File: src/rtl/scancode_pkg.sv
// Shared constants and types for the PS/2 set-2 scancode event decoder:
// prefix bytes, FSM state encoding, key table and the queued event format.
package scancode_pkg;

  localparam logic [7:0] BRK_PREFIX = 8'hF0;
  localparam logic [7:0] EXT_PREFIX = 8'hE0;
  localparam int         MAX_KEYS   = 8;

  typedef enum logic [1:0] {
    IDLE    = 2'd0,
    BRK     = 2'd1,
    EXT     = 2'd2,
    EXT_BRK = 2'd3
  } state_e;

  // Table position doubles as the glyph index in the character ROM: F Q H X A B C D
  localparam logic [7:0] KEY_TABLE [0:MAX_KEYS-1] = '{
    8'h2B, 8'h15, 8'h33, 8'h22, 8'h1C, 8'h32, 8'h21, 8'h23
  };

  typedef struct packed {
    logic       is_release;
    logic [2:0] index;
  } key_event_t;

endpackage

File: src/rtl/scancode_event_decoder_fifo.sv
// Parametrised first-word-fall-through FIFO; the head word is visible on
// pop_data whenever empty is low, and drops on push-while-full are flagged.
module event_fifo #(
  parameter int WIDTH = 4,
  parameter int DEPTH = 4
) (
  input  logic             vga_clk,
  input  logic             rst_n,
  input  logic             push,
  input  logic [WIDTH-1:0] push_data,
  input  logic             pop,
  output logic [WIDTH-1:0] pop_data,
  output logic             full,
  output logic             empty,
  output logic             overflow
);

  localparam int PTR_W = $clog2(DEPTH);
  localparam int CNT_W = PTR_W + 1;

  logic [WIDTH-1:0] mem [DEPTH];
  logic [PTR_W-1:0] wr_ptr;
  logic [PTR_W-1:0] rd_ptr;
  logic [CNT_W-1:0] count;
  logic             overflow_q;
  logic             do_push;
  logic             do_pop;

  assign full     = (count == CNT_W'(DEPTH));
  assign empty    = (count == '0);
  assign do_pop   = pop && !empty;
  // A full queue still accepts a write when the head leaves on the same edge
  assign do_push  = push && (!full || do_pop);
  assign pop_data = mem[rd_ptr];
  assign overflow = overflow_q;

  always_ff @(posedge vga_clk or negedge rst_n) begin
    if (!rst_n) begin
      wr_ptr     <= '0;
      rd_ptr     <= '0;
      count      <= '0;
      overflow_q <= 1'b0;
    end else begin
      overflow_q <= push && full && !do_pop;
      if (do_push) wr_ptr <= wr_ptr + PTR_W'(1);
      if (do_pop)  rd_ptr <= rd_ptr + PTR_W'(1);
      case ({do_push, do_pop})
        2'b10:   count <= count + CNT_W'(1);
        2'b01:   count <= count - CNT_W'(1);
        default: count <= count;
      endcase
    end
  end

  always_ff @(posedge vga_clk) begin
    if (do_push) mem[wr_ptr] <= push_data;
  end

endmodule

File: src/rtl/scancode_event_decoder.sv
// PS/2 set-2 prefix tracker that queues make/break glyph events for the VGA
// renderer. Define SCANCODE_KEY_HELD_EN to track held keys and drop typematic repeats.
module scancode_event_decoder
  import scancode_pkg::*;
#(
  parameter int NUM_KEYS     = 4,
  parameter int ADDR_W       = 7,
  parameter int GLYPH_STRIDE = 16,
  parameter int FIFO_DEPTH   = 4
) (
  input  logic              vga_clk,
  input  logic              rst_n,
  input  logic              flag,
  input  logic [7:0]        scancode,
  output logic              char_valid,
  input  logic              char_ready,
  output logic [ADDR_W-1:0] start_address_out,
  output logic              key_release,
  output logic              overflow,
  output logic [7:0]        key_held
);

  state_e     state;
  state_e     state_next;
  logic       key_hit;
  logic [2:0] key_idx;
  logic       push_req;
  logic       push_gated;
  key_event_t push_evt;
  key_event_t head_evt;
  logic [$bits(key_event_t)-1:0] head_bits;
  logic       fifo_full;
  logic       fifo_empty;
  logic       pop;

  always_comb begin
    key_hit = 1'b0;
    key_idx = '0;
    for (int i = 0; i < MAX_KEYS; i++) begin
      if (i < NUM_KEYS && !key_hit && scancode == KEY_TABLE[i]) begin
        key_hit = 1'b1;
        key_idx = 3'(i);
      end
    end
  end

  // Extended-prefixed bytes are swallowed without ever consulting the key table
  always_comb begin
    state_next          = state;
    push_req            = 1'b0;
    push_evt.is_release = 1'b0;
    push_evt.index      = key_idx;
    if (flag) begin
      case (state)
        IDLE: begin
          if (scancode == BRK_PREFIX)      state_next = BRK;
          else if (scancode == EXT_PREFIX) state_next = EXT;
          else                             push_req   = key_hit;
        end
        BRK: begin
          if (scancode == BRK_PREFIX) begin
            state_next = BRK;
          end else if (scancode == EXT_PREFIX) begin
            state_next = EXT_BRK;
          end else begin
            state_next          = IDLE;
            push_req            = key_hit;
            push_evt.is_release = 1'b1;
          end
        end
        EXT:     state_next = (scancode == BRK_PREFIX) ? EXT_BRK : IDLE;
        EXT_BRK: state_next = IDLE;
        default: state_next = IDLE;
      endcase
    end
  end

  always_ff @(posedge vga_clk or negedge rst_n) begin
    if (!rst_n) state <= IDLE;
    else        state <= state_next;
  end

`ifdef SCANCODE_KEY_HELD_EN
  logic [7:0] held_q;

  // Held state follows the decision even if the FIFO later drops the event
  assign push_gated = push_req && (push_evt.is_release || !held_q[push_evt.index]);
  assign key_held   = held_q;

  always_ff @(posedge vga_clk or negedge rst_n) begin
    if (!rst_n)        held_q <= '0;
    else if (push_req) held_q[push_evt.index] <= !push_evt.is_release;
  end
`else
  assign push_gated = push_req;
  assign key_held   = '0;
`endif

  event_fifo #(
    .WIDTH ($bits(key_event_t)),
    .DEPTH (FIFO_DEPTH)
  ) u_event_fifo (
    .vga_clk   (vga_clk),
    .rst_n     (rst_n),
    .push      (push_gated),
    .push_data (push_evt),
    .pop       (pop),
    .pop_data  (head_bits),
    .full      (fifo_full),
    .empty     (fifo_empty),
    .overflow  (overflow)
  );

  assign head_evt   = key_event_t'(head_bits);
  assign char_valid = !fifo_empty;
  assign pop        = char_valid && char_ready;

  assign start_address_out = char_valid ?
                             ADDR_W'(32'(head_evt.index) * 32'(GLYPH_STRIDE)) : '0;
  assign key_release       = char_valid && head_evt.is_release;

endmodule

File: config.mk
export PLATFORM = sky130hd
export DESIGN_NAME = scancode_event_decoder
export DESIGN_NICKNAME = d
export VERILOG_FILES = /design/src/rtl/scancode_pkg.sv /design/src/rtl/scancode_event_decoder_fifo.sv /design/src/rtl/scancode_event_decoder.sv
export SDC_FILE = /design/constraint.sdc
export NUM_CORES = 1
export LEC_CHECK = 0
export ABC_CLOCK_PERIOD_IN_PS = 4750
export CORE_MARGIN = 2
export CORE_UTILIZATION = 54
export DETAILED_ROUTE_END_ITERATION = 10
export PLACE_DENSITY = 0.95
export SYNTH_ARGS = -nofsm -noshare
export SYNTH_HDL_FRONTEND = slang
export SYNTH_SLANG_ARGS = --single-unit
File: constraint.sdc
create_clock -name vga_clk -period 4.75 [get_ports vga_clk]
set_input_delay 0.475 -clock vga_clk [delete_from_list [all_inputs] [get_ports vga_clk]]
set_output_delay 0.475 -clock vga_clk [all_outputs]
set_load 0.01 [all_outputs]
[Word-level counts from Yosys, hierarchy flattened]
Memory sizes are Yosys's and may differ from the RTL's.
Index checks and enable logic that the tools add are counted.
Widths: inputs -> output; s select.
Cells by class
  order comparisons: 0
  bitwise operators: 0
  add/sub/neg operators: 4
  multiplexer cells: 25
  reductions and logical operators: 21
  divide/modulo/power cells: 0
  shift-type cells: 0
  multipliers: 0
  equal/unequal tests: 13
Operators with widths (number)
  $eq 8x6->1 const B: 3
  $eq 8x8->1 const B: 2
  $mux 1: 15
  $mux 2: 7
  $logic_and 1x1->1: 9
  $eq 8x5->1 const B: 1
  $pmux 2 s4: 1
  $mux 7: 1
  $eq 2x2->1 const B: 3
  $logic_not 1->1: 6
  $pmux 3 s2: 1
  $add 2x1->2 const B: 2
  $eq 2x1->1 const B: 2
  $add 3x1->3 const B: 1
  $eq 3x3->1 const B: 1
  $logic_not 3->1: 1
  $ne 3x3->1 const B: 1
  $sub 3x1->3 const B: 1
  $logic_not 2->1: 1
  $reduce_and 2->1: 1
  $reduce_bool 2->1: 1
  $reduce_or 2->1: 1
  $logic_or 1x1->1: 1
Storage, ports and cells
  memories: 1
  memory bits (writable): 12
  bits in latches: 0
  input port bits: 12
  register bits after elaboration: 10
  ROM bits: 0
  output and inout bits: 18
Memory list
  u_event_fifo.mem: words 4, bits a word 3, read ports 1, clocked after memory_dff 0, write ports 1, RTL line scancode_event_decoder_fifo.sv:21  | logic [WIDTH-1:0] mem [DEPTH];

[Depth between registers and ports, before layout]
Gate-level depths: netlist (run 1).
  depth after elaboration: 18
  gate-level depth with buffers: 8
  depth with buffers taken out: 7

[By module]
Synthesis (run 1) repeated with hierarchy kept, for this count alone.
Unflattened totals
  cell total of the unflattened synthesis: 117
  area total of the unflattened synthesis: 1483.9 um2
Modules (own cells, without submodules)
  event_fifo: instances 1, seq. area each 680.7 um2, cells each 70, area an instance 1112.3 um2
  scancode_event_decoder: instances 1, seq. area each 50.0 um2, cells each 47, area an instance 371.6 um2

[Worst setup path after synthesis (run 1)]
OpenSTA, ideal clock, no wires.
  path kind: input to register
  start point: in scancode[4]
  end point: reg u_event_fifo.count[1]
  arrival time: 2.139 ns
  stages: 8
  slack: 2.487 ns
  required time: 4.626 ns
  cell sequence: buf_2 nand4bb_1 o221ai_2 a31oi_1 fa_1 nand3b_1 mux2i_1 a211o_1
On the way
  longest elaborated chain between the ends: 18
RTL lines
  start: declaration: RTL line scancode_event_decoder.sv:14  | input logic [7:0] scancode,
  $eq 8x6->1: RTL line scancode_event_decoder.sv:40  | if (i < NUM_KEYS && !key_hit && scancode == KEY_TABLE[i]) begin
  $mux 1: RTL line scancode_event_decoder.sv:40
  $logic_not 1->1: RTL line scancode_event_decoder.sv:40
  $logic_and 1x1->1: RTL line scancode_event_decoder.sv:40
  $mux 1: RTL line scancode_event_decoder.sv:40
  $logic_not 1->1: RTL line scancode_event_decoder.sv:40
  $logic_and 1x1->1: RTL line scancode_event_decoder.sv:40
  $mux 1: RTL line scancode_event_decoder.sv:40
  (+2 left out)
  $mux 1: RTL line scancode_event_decoder.sv:40
  $mux 1: RTL line scancode_event_decoder.sv:57, scancode_event_decoder.sv:63
  $mux 1 (*): RTL line scancode_event_decoder.sv:61  | if (scancode == BRK_PREFIX) begin
  $mux 1 (*)
  $mux 1 (*): RTL line scancode_event_decoder.sv:53  | if (flag) begin
  $logic_and 1x1->1 (*): RTL line scancode_event_decoder_fifo.sv:33  | assign do_push = push && (!full || do_pop);
  $eq 2x1->1 or $eq 2x2->1 (tied branches): RTL line scancode_event_decoder_fifo.sv:47  | case ({do_push, do_pop})
  $pmux 3 s2 or $reduce_bool 2->1 (tied branches)
  end signal: assignment: RTL line scancode_event_decoder_fifo.sv:48  | 2'b10: count <= count + CNT_W'(1);
  end signal: assignment: RTL line scancode_event_decoder_fifo.sv:49  | 2'b01: count <= count - CNT_W'(1);
  end signal: assignment: RTL line scancode_event_decoder_fifo.sv:50  | default: count <= count;
  end: declaration: RTL line scancode_event_decoder_fifo.sv:24  | logic [CNT_W-1:0] count;
Mark *: on every way between the ends. The rest lies on a longest branch, timed or not.
A chain may end at the register's enable or synchronous reset.

[Final worst setup path (run 1)]
Same ends and word-level chain as after synthesis.

==> results of run 1 <==
sequential cells by signal, indices dropped and copies added (netlist names):
name / cells
state: 2
u_event_fifo.count: 3
u_event_fifo.mem: 12
u_event_fifo.overflow: 1
u_event_fifo.rd_ptr: 2
u_event_fifo.wr_ptr: 2
report_power, final:
group | total (mW) | internal (mW) | switching, mW
combinational | 0.282 | 0.155 | 0.127
clock | 0.144 | 0.0854 | 0.0583
sequential | 0.286 | 0.231 | 0.0555
total | 0.712 | 0.471 | 0.241
synth_stat cells (2+ instances only):
library cell and n:
clkbuf_1 3, inv_1 10, edfxtp_1 12, mux2i_1 2
buf_4 13, xnor2_1 4, o21ai_0 4, nor2_1 8
nand2b_1 2, nor3b_1 3, and2_1 3, nor3_1 2
nand3b_1 2, ha_1 4, or3_1 2, a21oi_1 2
dfrtp_1 10, mux4_2 3, nand2_1 4
cell families after synthesis:
| logic type | after synthesis | share of synthesized area, % |
|---|---|---|
| xor+xnor | 5 | 3.12 |
| other cells | 1 | 0.267 |
| mux | 6 | 7.04 |
| buf+inv | 27 | 10.8 |
| flops | 22 | 43.5 |
| simple gates | 37 | 17.9 |
| compound gates | 21 | 12.4 |
| fa+ha+maj | 5 | 4.99 |
final cells by class:
cell class	count	share of cell area [%]
Multi-Input combinational cell	87	43.3
Sequential cell	22	38.5
Clock inverter	1	1.89
Inverter	10	2.37
Timing Repair Buffer	16	10.1
Tap cell	30	2.37
Clock buffer	3	1.42
worst max-delay path, delay by kind of cell:
| family | cells | cell delay (ns) |
|---|---|---|
| mux | 1 | 0.07 |
| compound gates | 3 | 0.84 |
| simple gates | 2 | 0.32 |
| buf+inv | 1 | 0.63 |
| fa+ha+maj | 1 | 0.50 |
final timing paths:
kind / startpoint / endpoint / cells past startpoint
max reg2reg: u_event_fifo.count[2] / u_event_fifo.count[1] / 7
min in group vga_clk: state[0] / state[0] / 1
min reg2reg: state[0] / state[0] / 1
min: rst_n / u_event_fifo.wr_ptr[1] / 1
max: scancode[4] / u_event_fifo.count[1] / 8
max in group asynchronous: rst_n / u_event_fifo.rd_ptr[0] / 1
cells in the final DEF (no fill, tap or decap), drive strengths merged, types with 2 or more instances in the layout:
cell and n:
or3 2, edfxtp 12, conb 13, mux2i 2, nor2 8, clkbuf 3, o21ai 4, inv 10
o31ai 2, nor3b 3, mux4 3, nand2 4, nand4 2, nand3 2, xnor2 4, a31o 2
nand2b 2, and2 3, nor3 3, clkdlybuf4s50 16, ha 4, nand3b 3, a21oi 2, dfrtp 10
per-layer routing:
layer  vias up  track usage (%)
met2        41             36.7
li1        456                -
met1       468             19.4
met3         7             2.69
met5         -                0
met4         0             9.35
==> out/metrics.yaml, run 1 <==
status: "complete, no violations"
drt_iter0_drc: 15
wl_met1_um: 953
start_util_pct: 56.7
utilization_pct: 64.0
crit_path_start_kind: "input pin"
path_clk_slew_ns: 0.13
synth_top_area_share_pct: 25.7
dp.cells: 165
instances_no_fill: 169
max_freq_mhz: 381
die_w_um: 55.0
ys_seq_elements: 22
synth_area_sq_um: 1400
antenna_found_initial: 0
core_sq_um: 2480
synthArstFlopShare_pct: 45.5
ctsHtreeMaxLevel: 1
period_share_pct: 55.3
fin_worst_skew_ns: 0.00739
rows: 18
yosysWarnings: 0
synth.top_cells.by_area: "edfxtp_1, dfrtp_1, buf_4, mux4_2, ha_1"
cts.sinks: 22
grt_pass1_vias: 934
syn_inst: 124
drt-total-wl_mm: 2.48
hold_ws_ns: 0.469
seq_area_sq_um: 611
grt_first_pass_wirelength_mm: 4.04
route.detailed.drc: 0
worst_path_max_delay_cell: "clkdlybuf4s50_1"
track_usage_pct: 18.9
yosysTopAreaCell: "edfxtp_1"
clock_path_buffers: 2
synth_cell_types: 50
dieHeight_um: 55.0
crit_chain: "clkdlybuf4s50_1 > nand4bb_1 > o221ai_2 > a31oi_1 > fa_1 > nand3b_1 > mux2i_1 > a211o_1"
final_max_slew_viol_count: 0
syn_area_per_cell_sq_um: 11.3
worst_slack_ns: 2.13
cp_data_arrival_time_ns: 2.83
grt_max_degree: 16
numCtsBuffers: 3
cp-end-kind: "flip-flop"
die_area_sq_um: 3020
cap_violations: 0
routed_via_density: 5.75
met2WireLength_mm: 1.35
required_ns: 4.96
drive_gt1_share_pct: 12.9
post-cts-setup-buffers: 0
holdBufCountCts: 0
critPathMaxFanout: 7
setup_tns_ns: 0
vias: 972
clock_latency_ns: 0.32
final_cell_area_sq_um: 1590
dp_hpwl_mm: 1.98
rsz0062_at_grt: "false"
fin_nets: 157
placed_cell_area_sq_um: 1530
area_growth_pct: 12.9
n_antenna_cell: 0
avgRoutedWirePerCell_um: 14.7
top_layer: "met4"
cts_tree: "yes"
place_worst_setup_slack_ns: 1.78
io_buffer_count: 16
n_fill_cell: 196
crit_type: "input pin to flip-flop"
overflow: 0
period_needed_ns: 2.62
final_antenna_net_count: 0
drt_first_pass_iters: 4
root_buffer: "clkbuf_4"
cp_slowest_stage_delay_ns: 0.63
relSlewSlack_pct: 61.6
multiInputGateArea_sq_um: 687
worst_pin_slew_ns: 0.573
ios: 30
hold_path_class: "input pin to async pin"
routabilityCongestion: 0.703
setup_viol: 0
ctsResizeCount: 0
power.total_mw: 0.712
vdd_drop_max_uv: 252
reg2reg_slack_ns: 2.47
powerDensity_nw_per_um2: 449
hold_viol: 0
leakage_nw: 0.647
route.met3.wl_um: 108
ys_seq_area_share_pct: 43.5
ys.flop_type: "edfxtp_1"
synth-edff-count: 12
Power figures use the tool's default switching activity.
==> inputs of run 2 (changes only) <==
--- a/config.mk
+++ b/config.mk
@@ -5,11 +5,11 @@
 export SDC_FILE = /design/constraint.sdc
 export NUM_CORES = 1
 export LEC_CHECK = 0
-export ABC_CLOCK_PERIOD_IN_PS = 4750
+export ABC_CLOCK_PERIOD_IN_PS = 2700
 export CORE_MARGIN = 2
-export CORE_UTILIZATION = 54
+export CORE_UTILIZATION = 50
 export DETAILED_ROUTE_END_ITERATION = 10
-export PLACE_DENSITY = 0.95
+export PLACE_DENSITY = 0.9
 export SYNTH_ARGS = -nofsm -noshare
 export SYNTH_HDL_FRONTEND = slang
 export SYNTH_SLANG_ARGS = --single-unit
==> constraint.sdc (replaced) <==
create_clock -name vga_clk -period 2.7 [get_ports vga_clk]
set_input_delay 0.27 -clock vga_clk [delete_from_list [all_inputs] [get_ports vga_clk]]
set_output_delay 0.27 -clock vga_clk [all_outputs]
set_load 0.01 [all_outputs]
==> run 2 against run 1 <==
Combinational power increased by 73%. Routed wire length is 4.1% lower. Core utilization down 5.3 points. Register-to-register slack worse by 2.0 ns. Sequential cell count did not move. Via count down 1.4%. Sequential share of layout area decreased by 0.12 points. Non-clock buffer count rose by 4. Die area rose by 7.4%. Highest routed layer unchanged. Clock skew is 0.0062 ns lower. Worst setup slack got worse by 1.7 ns.
==> out/metrics.yaml, run 2 (synthesized netlist as in run 1, its figures left out) <==
status: "complete, no violations"
cp_slowest_stage_delay_ns: 0.54  # -0.09 ns
instances_no_fill: 174  # +3.0%
hold_viol: 0  # unchanged
grt_pass1_vias: 957  # +2.5%
path_clk_slew_ns: 0.11  # -0.02 ns
placed_cell_area_sq_um: 1560  # +2.0%
routabilityCongestion: 0.763  # +8.4%
powerDensity_nw_per_um2: 712  # +59%
pwr-share-seq_pct: 44.4  # +4.2 points
final_common_cell: "clkdlybuf4s50_1"
drt_iter0_drc: 24  # +9
drive_gt1_share_pct: 14.7  # +1.7 points
setup_viol: 0  # unchanged
setup_tns_ns: 0  # unchanged
drt_first_pass_iters: 4  # unchanged
max_freq_mhz: 444
final_antenna_net_count: 0  # unchanged
die_area_sq_um: 3250  # +7.4%
grt_max_degree: 15  # -1
ios: 30  # unchanged
utilization_pct: 58.7  # -5.3 points
reg2reg_slack_ns: 0.50  # -1.97 ns
cp_data_arrival_time_ns: 1.98  # -0.85 ns
place_worst_setup_slack_ns: 0.171  # -1.61 ns
dieHeight_um: 57.0  # +3.6%
intPower_mw: 0.733  # +56%
final_cell_area_sq_um: 1590  # +0.32%
area_growth_pct: 13.3
fin_worst_skew_ns: 0.00118  # -0.00621 ns
critPathMaxFanout: 5  # -2
dp.cells: 170  # +3.0%
grt_first_pass_wirelength_mm: 4.27  # +5.6%
reg2reg_to: "u_event_fifo.count[2]"
ctsHtreeMaxLevel: 1  # unchanged
rr_startpoint: "u_event_fifo.count[2]"
final_max_slew_viol_count: 0  # unchanged
switching_power_mw: 0.400  # +66%
pwr-share-comb_pct: 43.0  # +3.4 points
worst_path_max_delay_cell: "mux4_2"
regMostFlops: "u_event_fifo.mem"
post-cts-setup-buffers: 0  # unchanged
avgRoutedWirePerCell_um: 13.7  # -6.9%
leakage_nw: 0.654  # +1.1%
cp-end-kind: "primary output"
final_cell_mix: "clkdlybuf4s50_1, conb_1, edfxtp_1"
crit_path_start_kind: "flip-flop"
worstRegToRegCells: 7  # unchanged
clock_latency_ns: 0.30  # -0.02 ns
cap_violations: 0  # unchanged
cts.sinks: 22  # unchanged
start_util_pct: 51.8  # -4.9 points
dp_hpwl_mm: 1.93  # -2.8%
clockPowerShare_pct: 12.6  # -7.6 points
power.total_mw: 1.13  # +59%
vias: 958  # -1.4%
n_fill_cell: 228  # +16%
overflow: 0  # unchanged
required_ns: 2.43  # -2.53 ns
crit_type: "flip-flop to primary output"
vdd_drop_max_uv: 431  # +71%
die_w_um: 57.0  # +3.6%
ctsResizeCount: 0  # unchanged
crit_start: "u_event_fifo.rd_ptr[0]"
hold_path_class: "input pin to async pin"
period_share_pct: 83.4
core_sq_um: 2710  # +9.4%
cts_tree: "yes"
rsz0062_at_grt: "false"
route.detailed.drc: 0  # unchanged
worst_slack_ns: 0.449  # -1.68 ns
holdBufCountCts: 0  # unchanged
rows: 19  # +1
routed_via_density: 5.51  # -4.3%
critical_path_buf_inv_count: 1  # unchanged
antenna_found_initial: 0  # unchanged
crit_chain: "mux4_2 > and2_1 > clkdlybuf4s50_1"
crit_path_end: "start_address_out[5]"
io_buffer_count: 16  # unchanged
root_buffer: "clkbuf_4"
fin_nets: 161  # +2.5%
largest_reg_flops: 12  # unchanged
cp.depth: 3  # -5
track_usage_pct: 17.0  # -1.9 points
critPathTopFamily: "multiplexers"
drt-total-wl_mm: 2.38  # -4.1%
period_needed_ns: 2.25
reg.largest.list: "u_event_fifo.mem x12, u_event_fifo.count x3"
hold_ws_ns: 0.275  # -0.195 ns
n_antenna_cell: 0  # unchanged
clock_path_buffers: 2  # unchanged
numCtsBuffers: 3  # unchanged
p_sw_share_pct: 35.3  # +1.5 points
run 2: changes by cell type in the layout (fill, tap and decap cells not counted), sizes merged:
| cell | delta |
|---|---|
| buf | +4 |
| clkinv | +1 |
| bufinv | -1 |
run 2: cell type report:
type | instances | area, sq um | share of cell area [%]
Multi-Input combinational cell | 87 | 687 | 43.2
Sequential cell | 22 | 611 | 38.4
Inverter | 10 | 37.5 | 2.36
Clock buffer | 3 | 22.5 | 1.42
Timing Repair Buffer | 20 | 190 | 12.0
Tap cell | 31 | 38.8 | 2.44
Clock inverter | 1 | 3.75 | 0.236
run 2: how the worst min path moves through the flow:
stage | slack, ns | start | cells past startpoint | to
after global placement | 0.51 | state[0] | 1 | state[0]
after CTS | 0.29 | rst_n | 1 | state[1]
after floorplan | -0.03 | rst_n | 0 | state[0]
final | 0.27 | rst_n | 1 | u_event_fifo.count[0]
after detailed placement | 0.52 | state[0] | 1 | state[0]
after global routing | 0.30 | rst_n | 1 | state[0]
run 2: worst register-to-register path, cell delays in order, from the launching register on:
cell,delay (ns)
dfrtp_1,0.48
or3_1,0.48
nand2_1,0.15
a31oi_1,0.07
fa_1,0.44
nor3b_1,0.26
a2bb2oi_1,0.09
o22ai_1,0.16
run 2: per-layer routing:
layer / GRT usage, % / part of all wire (%) / vias to the layer above
li1: - / - / 465
met1: 20.3 / 41 / 458
met2: 30.4 / 53 / 31
met3: 2.04 / 4.1 / 4
met4: 7.97 / 1.8 / 0
met5: 0 / 0 / -
run 2: power by group through the flow:
stage,Combinational [mW],Clock [mW],Sequential (mW)
2_1_floorplan,0.381,0,0.471
3_3_place_gp,0.461,0,0.502
3_5_place_dp,0.491,0,0.512
4_1_cts,0.492,0.147,0.504
5_1_grt,0.553,0.160,0.517
6_report,0.487,0.143,0.503
==> inputs of run 3 (changes only) <==
--- a/config.mk
+++ b/config.mk
@@ -5,7 +5,7 @@
 export SDC_FILE = /design/constraint.sdc
 export NUM_CORES = 1
 export LEC_CHECK = 0
-export ABC_CLOCK_PERIOD_IN_PS = 2700
+export ABC_CLOCK_PERIOD_IN_PS = 2290
 export CORE_MARGIN = 2
 export CORE_UTILIZATION = 50
 export DETAILED_ROUTE_END_ITERATION = 10
==> constraint.sdc (replaced) <==
create_clock -name vga_clk -period 2.29 [get_ports vga_clk]
set_input_delay 0.229 -clock vga_clk [delete_from_list [all_inputs] [get_ports vga_clk]]
set_output_delay 0.229 -clock vga_clk [all_outputs]
set_load 0.01 [all_outputs]
==> run 3 against run 2 <==
Sequential share of layout area decreased by 1.8 points. Power increased by 33%. Cell count increased by 4.0%. Critical path type unchanged. Highest routed layer is now met3.
==> out/metrics.yaml, run 3 (synthesized netlist as in run 1, its figures left out) <==
multiInputGateArea_sq_um: 687  # unchanged
vias: 983  # +2.6%
grt_max_degree: 15  # unchanged
final_max_slew_viol_count: 0  # unchanged
drt_first_pass_iters: 4  # unchanged
hold_viol: 0  # unchanged
leakage_nw: 0.698  # +6.8%
fin_worst_skew_ns: 0.00231  # +0.00113 ns
p_sw_share_pct: 32.6  # -2.8 points
instances_no_fill: 181  # +4.0%
cts_tree: "yes"
die_w_um: 57.0  # unchanged
avgRoutedWirePerCell_um: 13.5  # -0.96%
dp.cells: 177  # +4.1%
routed_via_density: 5.43  # -1.4%
clock_latency_ns: 0.30  # about the same
final_cell_mix: "clkdlybuf4s50_1, conb_1, edfxtp_1"
pwr-share-comb_pct: 43.4  # +0.4 points
switching_power_mw: 0.490  # +22%
n_antenna_cell: 0  # unchanged
placed_cell_area_sq_um: 1620  # +3.4%
cap_violations: 0  # unchanged
final_antenna_net_count: 0  # unchanged
ctsHtreeMaxLevel: 1  # unchanged
cp_slowest_stage_delay_ns: 0.48  # -0.06 ns
area_growth_pct: 19.0
hold_path_class: "input pin to async pin"
die_area_sq_um: 3250  # unchanged
period_needed_ns: 2.17
hold_ws_ns: 0.236  # -0.0382 ns
grt_first_pass_wirelength_mm: 4.31  # +0.96%
rows: 19  # unchanged
start_util_pct: 51.8  # unchanged
dp_hpwl_mm: 2.06  # +7.0%
worst_slack_ns: 0.117  # -0.332 ns
setup_tns_ns: 0  # unchanged
final_cell_area_sq_um: 1670  # +5.0%
antenna_found_initial: 0  # unchanged
ctsResizeCount: 0  # unchanged
status: "complete, no violations"
io_buffer_count: 16  # unchanged
path_clk_slew_ns: 0.12  # about the same
pwr-share-seq_pct: 37.6  # -6.8 points
max_freq_mhz: 460
final_common_cell: "clkdlybuf4s50_1"
clock_path_buffers: 2  # unchanged
grt_pass1_vias: 988  # +3.2%
crit_chain: "or3_1 > buf_4 > and2_1 > clkdlybuf4s50_1"
seq_area_sq_um: 612  # +0.20%
cts.sinks: 22  # unchanged
core_sq_um: 2710  # unchanged
place_worst_setup_slack_ns: -0.0866  # -0.257 ns
track_usage_pct: 17.0  # +0.048 points
rsz0062_at_grt: "false"
period_share_pct: 94.9
post-cts-setup-buffers: 0  # unchanged
overflow: 0  # unchanged
cp-end-kind: "primary output"
vdd_drop_max_uv: 730  # +69%
setup_viol: 0  # unchanged
route.detailed.drc: 0  # unchanged
root_buffer: "clkbuf_4"
largest_reg_flops: 12  # unchanged
crit_type: "flip-flop to primary output"
clockPowerShare_pct: 19.1  # +6.5 points
ios: 30  # unchanged
crit_path_start_kind: "flip-flop"
drive_gt1_share_pct: 20.0  # +5.3 points
reg.largest.list: "u_event_fifo.mem x12, u_event_fifo.count x3"
holdBufCountCts: 0  # unchanged
powerDensity_nw_per_um2: 901  # +26%
power.total_mw: 1.50  # +33%
intPower_mw: 1.01  # +38%
regMostFlops: "u_event_fifo.mem"
dieHeight_um: 57.0  # unchanged
critPathMaxFanout: 8  # +3
drt-total-wl_mm: 2.45  # +3.0%
cp_data_arrival_time_ns: 1.94  # -0.04 ns
routabilityCongestion: 0.733  # -3.9%
utilization_pct: 61.6  # +3.0 points
required_ns: 2.06  # -0.37 ns
fin_nets: 168  # +4.3%
worst_path_max_delay_cell: "dfrtp_1"
drt_iter0_drc: 16  # -33%
n_fill_cell: 218  # -4.4%
numCtsBuffers: 3  # unchanged
run 3: cell type report:
| type | instances | share of cell area (%) |
|---|---|---|
| clock buffers | 3 | 1.35 |
| clock inverters | 1 | 1.80 |
| inverters | 10 | 2.25 |
| multi-input cells | 87 | 41.1 |
| flip-flops and latches | 22 | 36.6 |
| well taps | 31 | 2.32 |
| repair buffers | 27 | 14.5 |
run 3: power by group through the flow:
stage               Sequential, mW  Clock, mW  Combinational, mW
finish                       0.566      0.287              0.652
global route                 0.580      0.317              0.728
CTS                          0.568      0.293              0.656
detailed placement           0.577          0              0.655
global placement             0.564          0              0.612
floorplan                    0.555          0              0.450
run 3: worst paths after layout:
| path | from | to | slack (ns) | cells after the start |
|---|---|---|---|---|
| min in group vga_clk | state[0] | state[0] | 0.57 | 1 |
| hold reg to reg | state[0] | state[0] | 0.57 | 1 |
| hold / removal | rst_n | state[0] | 0.24 | 1 |
| max in group asynchronous | rst_n | u_event_fifo.rd_ptr[0] | 1.72 | 1 |
| setup / recovery | u_event_fifo.count[2] | start_address_out[5] | 0.12 | 4 |
| setup reg to reg | u_event_fifo.count[2] | u_event_fifo.count[1] | 0.16 | 7 |
run 3: per-layer routing:
| layer | vias up | routed length [um] | track usage (%) |
|---|---|---|---|
| met5 | - | 0 | 0 |
| met4 | 0 | 0 | 7.31 |
| met3 | 0 | 85 | 1.59 |
| met2 | 25 | 1390 | 31.4 |
| met1 | 482 | 976 | 20.1 |
| li1 | 476 | - | - |
run 3: worst max-delay path, delay by kind of cell, from the launching register on:
kind	cells	cell delay [ns]
flip-flops	1	0.48
AND/OR/NAND/NOR	2	0.54
buffers and inverters	2	0.63
==> edit 1, RTL diff (settings of run 3) <==
Build with the macro `SCANCODE_KEY_HELD_EN` defined.
--- a/src/rtl/scancode_event_decoder.sv
+++ b/src/rtl/scancode_event_decoder.sv
@@ -1,5 +1,7 @@
 // PS/2 set-2 prefix tracker that queues make/break glyph events for the VGA
 // renderer. Define SCANCODE_KEY_HELD_EN to track held keys and drop typematic repeats.
+`define SCANCODE_KEY_HELD_EN
+
 module scancode_event_decoder
   import scancode_pkg::*;
 #(
Function: changed (Yosys sat finds a counterexample within 4 cycles, from zero or initial values and one cycle with rst_n low).
==> edit 1 against run 3 <==
The run now ends with DRC left. Routed wire length grew 31%. First-iteration DRC count increased by 94%. Design area grew 21%. Worst setup slack worse by 42 ps. Global-route usage rose by 4.1 points. Fmax down 1.9%. Area after synthesis increased by 7.4%. Sequential cell count up 4. Die area up 6.9%. Power shrank 0.28%. Critical path type is now in2reg. Critical endpoint is now u_event_fifo.count[2]$_DFFE_PN0P_. Highest routed layer is now met4.
==> edit 1: results (changes against run 3) <==
DRT Pass-1 Iters - 7 (was 4)
share of cells above drive strength 1 - 30.6% (was 20.0%)
DRC - 2 (was 0)
Tot GR Track Use - 21.1% (was 17.0%)
largest net degree at the start of global routing - 16 (was 15)
Lkg Pwr - 0.913 nW (was 0.698 nW)
slowest stage delay, CP - 360 ps (was 480 ps)
R2R cell count - 6 (was 7)
first-pass GRT wire length - 5380 um (was 4310 um)
Largest register FFs - 12 (unchanged)
Clock Pin Slew Worst Setup and Hold Paths - 140 ps (was 120 ps)
Post-Syn Area per Cell - 11.8 um2 (was 11.3 um2)
Critical Path AT - 2480 ps (was 1940 ps)
post-layout instance count excluding filler cells - 211 (was 181)
# H-tree levels - 1 (unchanged)
Avg Vias per Cell - 5.58 (was 5.43)
Critical Path Slowest Stage Cell - fa_2 (was dfrtp_1)
Yosys top cell area share - 23.9% (was 25.7%)
DP Worst Slack - -524 ps (was -86.6 ps)
Fin Clk Skew - 2.92 ps (was 2.31 ps)
Tmin final - 2220 ps (was 2170 ps)
RR Startpoint - u_event_fifo.count[1]$_DFFE_PN0P_ (was u_event_fifo.count[2]$_DFFE_PN0P_)
sequential area share after synthesis - 47.1% (was 43.5%)
maximum VDD drop - 503 uV (was 730 uV)
HPWL after DPL - 2550 um (was 2060 um)
status - finished, violations left (was finished, final reports clean)
failing checks - DRC
Worst R2R Setup Slack - 110 ps (was 160 ps)
Distinct cells, synth - 41 (was 50)
Avg WL per Cell - 15.3 um (was 13.5 um)
initial DRC count - 31 (was 16)
worst setup path startpoint - scancode[7] (was u_event_fifo.count[2]$_DFFE_PN0P_)
Top Family by Delay on Critical Path - simple AND/OR/NAND/NOR gates (was buffers and inverters)
nets - 198 (was 168)
placed cell area - 1890 um2 (was 1620 um2)
vias in the first global route - 1240 (was 988)
Buffers on Ports - 20 (was 16)
synth top area cells - edfxtp_1 24%, dfrtp_1 23%, buf_4 4.5% (was edfxtp_1 26%, dfrtp_1 18%, buf_4 7.0%)
capture point of the critical path - u_event_fifo.count[2]$_DFFE_PN0P_ (was start_address_out[5])
Post-synth top cells - 14 x dfrtp_1, 12 x edfxtp_1, 9 x buf_4 (was 13 x buf_4, 12 x edfxtp_1, 10 x dfrtp_1, 10 x inv_1, 8 x nor2_1)
GP Congestion - 0.772 (was 0.733)
Worst-Skew Late Latency - 330 ps (was 300 ps)
## edit 1: changes by cell type after synthesis, sizes merged, moves of 3 or more
cell,delta
and3,+6
nor2b,+5
o21ai,+3
nor3b,-3
dfrtp,+4
nand2,+4
nand3b,-3
buf,-5
inv,-6
## edit 1: routing by layer
| metal | global-route usage [%] | up-vias | part of all wire [%] |
|---|---|---|---|
| met5 | 0 | - | 0 |
| met4 | 4.87 | 0 | 0.99 |
| met1 | 21.1 | 580 | 36 |
| met2 | 42.9 | 30 | 59 |
| li1 | - | 564 | - |
| met3 | 4.84 | 4 | 4.0 |
## edit 1: cell type report
class	instances	area, um2
clock buffer	3	22.5
timing repair buffer	52	432
fill	196	790
clock inverter	1	30.0
sequential	26	712
multi-input combinational	94	766
inverter	4	15.0
tap	31	38.8
## edit 1: logic make-up (layout without fill, tap and decap cells)
family	count (synthesis)	after routing	share of synthesized area (%)
and+or+nand+nor	48	48	21.1
DFF	26	26	47.1
AOI/OAI and AO/OA	19	19	9.71
buffers and inverters	16	60	6.22
muxes	7	7	7.47
xor gates and xnor gates	6	6	3.49
adders and majority gates	5	5	4.65
other	1	9	0.249
## edit 1: worst register-to-register path, cell delays in order (launching register included)
cell and delay, ps:
dfrtp_1 470, o31ai_2 630, nand3_1 140, a31oi_1 200
o211a_1 180, a211o_1 150, mux2_4 310
## edit 1: power groups by stage
stage	Sequential (mW)	Clock [mW]	Combinational [mW]
finish	0.655	0.318	0.528
detailed placement	0.664	0	0.510
global placement	0.656	0	0.470
floorplan	0.627	0	0.330
CTS	0.657	0.319	0.508
global route	0.674	0.344	0.583
## edit 1: repair_timing
| action | CTS | global route |
|---|---|---|
| gates resized for setup | 12 | 8 |
| pin swaps | 6 | 5 |
| setup buffers | 3 | 3 |
| cloned | 0 | 0 |
| setup endpoints to repair | 3 | 4 |
==> edit 2, RTL diff (config.mk and constraints of run 3) <==
Made on the original files. Encoding of `state_e`: now one-hot (4 bits for 4 states).
--- a/src/rtl/scancode_pkg.sv
+++ b/src/rtl/scancode_pkg.sv
@@ -6,11 +6,11 @@
   localparam logic [7:0] EXT_PREFIX = 8'hE0;
   localparam int         MAX_KEYS   = 8;
 
-  typedef enum logic [1:0] {
-    IDLE    = 2'd0,
-    BRK     = 2'd1,
-    EXT     = 2'd2,
-    EXT_BRK = 2'd3
+  typedef enum logic [3:0] {
+    IDLE    = 4'b0001,
+    BRK     = 4'b0010,
+    EXT     = 4'b0100,
+    EXT_BRK = 4'b1000
   } state_e;
 
   // Table position doubles as the glyph index in the character ROM: F Q H X A B C D
Check against the original RTL: same outputs for any inputs over 4 cycles, from zero or initial values and one cycle with rst_n low; so few cycles prove little.
==> edit 2 against run 3 <==
The run now ends with setup timing left. Area after synthesis is 4.5% higher. Combinational power fell by 21%. Critical path type is now reg2reg. Worst setup slack worse by 220 ps. Sequential cell count grew 2. Utilization grew 2.4 points. Register-to-register slack got worse by 260 ps. Sequential share of layout area increased by 0.62 points. Sequential power up 3.7%. Fmax fell by 9.2%. First-iteration DRC count rose to 3.4 times the old value. Routed wire length increased by 8.2%. Design area grew 6.6%. Die area increased by 4.1%. Power is 7.1% lower.
==> edit 2: results (changes against run 3) <==
Synth Area in XOR/XNOR - 4.18% (was 3.12%)
Post-Synth Adder-Cell Area - 4.78% (was 4.99%)
Avg Vias per Cell - 5.37 (was 5.43)
GP Congestion - 0.849 (was 0.733)
async set-reset flop share out of synthesis - 50.0% (was 45.5%)
Cell Pwr Density - 785 nW/um2 (was 901 nW/um2)
initial DRC count - 55 (was 16)
DP Worst Slack - -314 ps (was -86.6 ps)
Avg WL per Cell - 13.9 um (was 13.5 um)
first-pass GRT wire length - 4440 um (was 4310 um)
clock group share of total power - 21.3% (was 19.1%)
Distinct cells, synth - 45 (was 50)
setup TNS - -102 ps (was 0 ps)
failing checks - setup timing
worst setup path startpoint - state[0]$_DFFE_PN1P_ (was u_event_fifo.count[2]$_DFFE_PN0P_)
status - finished, violations left (was finished, final reports clean)
Fin Clk Skew - 2.36 ps (was 2.31 ps)
share of cells above drive strength 1 - 22.5% (was 20.0%)
fill count - 220 (was 218)
routed wire length - 2650 um (was 2450 um)
Lkg Pwr - 0.726 nW (was 0.698 nW)
final worst setup slack - -102 ps (was 117 ps)
vias in the first global route - 1006 (was 988)
Critical Path AT - 2590 ps (was 1940 ps)
dpl cells - 187 (was 177)
sequential area share after synthesis - 45.1% (was 43.5%)
Final setup viols - 1 (was 0)
capture point of the critical path - u_event_fifo.count[1]$_DFFE_PN0P_ (was start_address_out[5])
placed cell area - 1710 um2 (was 1620 um2)
HPWL after DPL - 2130 um (was 2060 um)
Seq. pwr - 0.587 mW (was 0.566 mW)
## edit 2: cell count changes after synthesis, sizes merged, moves of 2 or more
| cell | delta |
|---|---|
| a31o | -2 |
| and2 | +7 |
| and2b | +2 |
| inv | -7 |
| mux2i | +2 |
| nand2 | +3 |
| nor2 | -3 |
| nor3 | +2 |
| o21a | +2 |
| o31ai | -2 |
| or2b | +2 |
| xnor2 | +2 |
## edit 2: routing by layer
layer / GRT usage (%) / up-vias / routed length, um
li1: - / 497 / -
met3: 1.34 / 2 / 111
met2: 31.5 / 29 / 1420
met5: 0 / - / 0
met1: 21.1 / 498 / 1090
met4: 6.98 / 0 / 29
## edit 2: final cells by class
cell class | count | area [um2] | area share [%]
Multi-Input combinational cell | 97 | 734 | 41.3
Tap cell | 31 | 38.8 | 2.18
Timing Repair Buffer | 32 | 280 | 15.7
Inverter | 3 | 11.3 | 0.632
Clock inverter | 1 | 30.0 | 1.69
Sequential cell | 24 | 663 | 37.2
Clock buffer | 3 | 22.5 | 1.26
